===== src/rtl/apb_master.sv =====
// -----------------------------------------------------------------------------
// apb_master
//
// Single-channel APB requester. A 2-bit command strobe launches one complete
// APB transfer to a fixed peripheral register:
//   - read  (transfer = 2'b01): fetch a byte into the internal read register
//   - write (transfer = 2'b11): store (last read byte + 1) back to the register
//
// Ports
//   pclk        in   clock, rising-edge active
//   preset_n    in   asynchronous active-low reset
//   transfer    in   [1:0] command, sampled only in IDLE
//   prdata_i    in   [7:0] completer read data, sampled on read completion
//   pready_i    in   completer ready, observed only in ACCESS
//   psel_o      out  APB select
//   penable_o   out  APB enable
//   paddr_o     out  [7:0] APB address (RW_ADDR while busy)
//   pwrite_o    out  APB direction, 1 = write
//   pwdata_o    out  [7:0] APB write data
// -----------------------------------------------------------------------------
module apb_master #(
  parameter logic [7:0] RW_ADDR = 8'hA0
) (
  input  logic       pclk,
  input  logic       preset_n,
  input  logic [1:0] transfer,
  input  logic [7:0] prdata_i,
  input  logic       pready_i,
  output logic       psel_o,
  output logic       penable_o,
  output logic [7:0] paddr_o,
  output logic       pwrite_o,
  output logic [7:0] pwdata_o
);

  typedef enum logic [1:0] {
    StIdle   = 2'd0,
    StSetup  = 2'd1,
    StAccess = 2'd2
  } state_e;

  state_e     r_state;
  state_e     w_state_next;
  logic       r_cmd_write;
  logic       w_cmd_write_next;
  logic [7:0] r_rdata;
  logic [7:0] w_rdata_next;

  // transfer[0] distinguishes a real command (01/11) from a no-op (00/10).
  logic w_start;
  logic w_done;

  assign w_start = (r_state == StIdle) && transfer[0];
  assign w_done  = (r_state == StAccess) && pready_i;

  // ---------------------------------------------------------------------------
  // State and data registers
  // ---------------------------------------------------------------------------
  always_ff @(posedge pclk or negedge preset_n) begin
    if (!preset_n) begin
      r_state     <= StIdle;
      r_cmd_write <= 1'b0;
      r_rdata     <= 8'h00;
    end else begin
      r_state     <= w_state_next;
      r_cmd_write <= w_cmd_write_next;
      r_rdata     <= w_rdata_next;
    end
  end

  // ---------------------------------------------------------------------------
  // Next-state logic
  // ---------------------------------------------------------------------------
  always_comb begin
    w_state_next     = r_state;
    w_cmd_write_next = r_cmd_write;
    w_rdata_next     = r_rdata;

    unique case (r_state)
      StIdle: begin
        if (w_start) begin
          w_state_next     = StSetup;
          w_cmd_write_next = transfer[1];
        end
      end
      StSetup: begin
        w_state_next = StAccess;
      end
      StAccess: begin
        // No timeout: a completer that never answers holds the bus forever.
        if (w_done) begin
          w_state_next = StIdle;
          if (!r_cmd_write) begin
            w_rdata_next = prdata_i;
          end
        end
      end
      default: begin
        w_state_next = StIdle;
      end
    endcase
  end

  // ---------------------------------------------------------------------------
  // Moore output decode. Driven purely from registers so an asynchronous reset
  // clears the bus immediately, without waiting for a clock edge.
  // ---------------------------------------------------------------------------
  logic w_busy;
  assign w_busy = (r_state == StSetup) || (r_state == StAccess);

  always_comb begin
    psel_o    = 1'b0;
    penable_o = 1'b0;
    paddr_o   = 8'h00;
    pwrite_o  = 1'b0;
    pwdata_o  = 8'h00;

    if (w_busy) begin
      psel_o    = 1'b1;
      penable_o = (r_state == StAccess);
      paddr_o   = RW_ADDR;
      pwrite_o  = r_cmd_write;
      // Increment wraps naturally at 8 bits (FF -> 00).
      pwdata_o  = r_cmd_write ? (r_rdata + 8'd1) : 8'h00;
    end
  end

endmodule


===== config.mk =====
export PLATFORM = sky130hd
export DESIGN_NAME = apb_master
export DESIGN_NICKNAME = d
export VERILOG_FILES = /design/src/rtl/apb_master.sv
export SDC_FILE = /design/constraint.sdc
export NUM_CORES = 1
export LEC_CHECK = 0
export CAP_MARGIN = 15
export CORE_MARGIN = 1
export CORE_UTILIZATION = 34
export DETAILED_ROUTE_END_ITERATION = 16
export GPL_ROUTABILITY_DRIVEN = 1
export GPL_TIMING_DRIVEN = 0
export PLACE_DENSITY = 0.68
export RECOVER_POWER = 25
export SLEW_MARGIN = 30
export SYNTH_ARGS = -nofsm -noshare
export SYNTH_HDL_FRONTEND = slang
export SYNTH_SLANG_ARGS = --single-unit

===== constraint.sdc =====
create_clock -name pclk -period 2 [get_ports pclk]
set_input_delay 0.2 -clock pclk [delete_from_list [all_inputs] [get_ports pclk]]
set_output_delay 0.2 -clock pclk [all_outputs]
set_load 0.02 [all_outputs]

==> results.sh <==
export IMPL_status="complete, no violations"
export IMPL_ys_types=18
export IMPL_cts_buffers_inserted=3
export IMPL_final_cell_mix="clkdlybuf4s50_1 (13), mux2_2 (11), dfrtp_1 (11), buf_4 (9), dlygate4sd2_1 (7)"
export IMPL_grt_max_degree=12
export IMPL_cp_top_family="buffers and inverters"
export IMPL_yosys_area_share_xor_xnor_pct=3.743
export IMPL_start_util_pct=36.15
export IMPL_crit_required_ps=1800
export IMPL_root_buffer="clkbuf_4"
export IMPL_yosysSeqAreaShare_pct=39.22
export IMPL_mostFrequentLayoutCell="clkdlybuf4s50_1"
export IMPL_portBuffers=25
export IMPL_drt_iter0_drc=3
export IMPL_grt_use_total_pct=12.62
export IMPL_max_stage_delay_ps=630
export IMPL_max_slew_worst_pin_slew_ps=507.3
export IMPL_firstDrtPassIters=5
export IMPL_finalNetCount=123
export IMPL_dp_cells=126
export IMPL_seq_area_um2=275.3
export IMPL_max_freq_ghz=0.5214
export IMPL_powerDensity_nw_per_um2=1515
export IMPL_antenna_found_initial=0
export IMPL_die_h_um=47.44
export IMPL_tritoncts="built"
export IMPL_setup_viol=0
export IMPL_drcViolationCount=0
export IMPL_via_per_inst=4.374
export IMPL_yosys_warnings=0
export IMPL_grt_pass1_vias=470
export IMPL_cts_hold_buf=0
export IMPL_total_leakage_power_nw=0.4924
export IMPL_fin_skew_ps=3.631
export IMPL_cp_arrival_ps=1720
export IMPL_synth_compound_area_share_pct=5.169
export IMPL_power_mw=1.570
export IMPL_fin_cells=131
export IMPL_start_kind="register"
export IMPL_grt_pass1_wl_um=1925
export IMPL_synthArstFlopShare_pct=100.0
export IMPL_syn_inst=69
export IMPL_synthAdderAreaFrac_pct=8.913
export IMPL_ant_nets=0
export IMPL_multi_input_area_um2=377.9
export IMPL_row_count=16
export IMPL_rr_startpoint="r_state[0]"
export IMPL_synth_top_family_by_area="multiplexers"
export IMPL_max_vdd_ir_drop_uv=1206
export IMPL_synth_flop_cell="dfrtp_1"
export IMPL_max_slew_margin_pct=66.07
export IMPL_antenna_cells=0
export IMPL_cp_cell_sequence="inv_1, ha_1, clkdlybuf4s50_1"
export IMPL_rr_worst_depth=4
export IMPL_drive_above_1_share_pct=27.88
export IMPL_yosys_register_bits=11
export IMPL_die_x_um=47.44
export IMPL_place_area_um2=1005
export IMPL_critPathCaptureType="output pin"
export IMPL_synth_mux_area_share_pct=17.65
export IMPL_hpwl_um=1067
export IMPL_finalCritPeriodShare_pct=95.90
export IMPL_synth_edff_count=0
export IMPL_place_gp_congestion=0.6898
export IMPL_avgSynthCellArea_um2=10.17
export IMPL_cts_sinks=11
export IMPL_hold_viol=0
export IMPL_rsz0062_at_grt="false"
export IMPL_holdWs_ps=339.2
export IMPL_routed_wl_um=1305
export IMPL_timing_max_cap_violations=0
export IMPL_grt_overflow=0
export IMPL_core_region_area_um2=1942
export IMPL_fillers=190
export IMPL_crit_fanout=5
export IMPL_reg2reg_setup_slack_ps=490
export IMPL_regToRegEndpoint="r_rdata[7]"
export IMPL_slew_violations=0
export IMPL_clock_latency_ps=260
export IMPL_yosys_area_share_simple_pct=13.01
export IMPL_syn2layout_area_growth_pct=47.59
export IMPL_clkTransAtPathRegs_ps=70
export IMPL_tns_ps=0
export IMPL_vias=573
export IMPL_clock_path_buffers=2
export IMPL_worstSetupPathType="register to output pin"
export IMPL_cp_slowest_cell="clkdlybuf4s50_1"
export IMPL_wl_per_cell_um=9.962
export IMPL_final_area_um2=1036
export IMPL_h_tree_depth=1
export IMPL_cp_num_buf_inv=2
export IMPL_synth_area_um2=701.9
export IMPL_dieArea_um2=2250
export IMPL_io_pin_count=32
export IMPL_hold_class="primary input to async pin"
export IMPL_min_period_ps=1918
[report_power, final]
part | internal, mW | total (mW) | switching (mW)
logic | 0.473 | 0.956 | 0.483
clock network | 0.0771 | 0.148 | 0.0704
registers | 0.334 | 0.466 | 0.131
total | 0.885 | 1.57 | 0.685
[final cells by class]
type	count	area share, %
Inverter	6	2.174
Buffer	8	5.797
Tap cell	27	3.261
Clock buffer	4	2.536
Multi-Input combinational cell	49	36.47
Timing Repair Buffer	26	23.19
Sequential cell	11	26.57
[sequential cells by signal (all words and copies together), names as in the netlist]
signal       count
r_state          2
r_rdata          8
r_cmd_write      1
[metal layers]
| metal | GRT usage (%) | up-vias | routed length, µm |
|---|---|---|---|
| met5 | 0 | - | 0 |
| met4 | 6.857 | 0 | 14 |
| met3 | 4.151 | 2 | 103 |
| met2 | 20.27 | 24 | 628 |
| met1 | 14.89 | 255 | 557 |
| li1 | - | 292 | - |
[cells by family after synthesis]
group / after synthesis
and+or+nand+nor: 17
buffers and inverters: 14
muxes: 11
DFF: 11
AOI/OAI and AO/OA: 7
adders and majority gates: 5
xor gates and xnor gates: 3
other: 1
[cell usage after synthesis, types with 2 or more instances]
library cell | n | area (µm²)
o21ai_0 | 3 | 15.01
xor2_1 | 2 | 17.52
mux2_2 | 11 | 123.9
or3_1 | 3 | 18.77
nand3_1 | 4 | 20.02
inv_1 | 6 | 22.52
a21oi_1 | 3 | 15.01
nand2_1 | 3 | 11.26
nor2_1 | 4 | 15.01
buf_4 | 8 | 60.06
dfrtp_1 | 11 | 275.3
ha_1 | 5 | 62.56
[how the worst max path moves through the flow]
stage	slack, ps	from	cells after the start	end
finish	80	r_state[1]	3	psel_o
global route	3	r_state[1]	5	pwdata_o[4]
CTS	10	r_rdata[0]	5	pwdata_o[6]
detailed placement	-20	r_rdata[0]	5	pwdata_o[6]
global placement	-20	r_rdata[0]	5	pwdata_o[6]
floorplan	390	r_state[0]	4	pwdata_o[5]
[through the flow]
step	worst slack, ps	util (%)
6_report	81.93	53.35
5_1_grt	2.964	53.35
4_1_cts	13.78	52.64
3_5_place_dp	-22.24	51.74
3_3_place_gp	-15.40	51.74
2_1_floorplan	388.7	-
[repair_timing]
action                     CTS  global route
setup endpoints to repair   11             4
resized for setup           14             7
pin swaps                    0             0
setup buffers                0             1
gates cloned                 0             0
(Power assumes the default switching activity.)
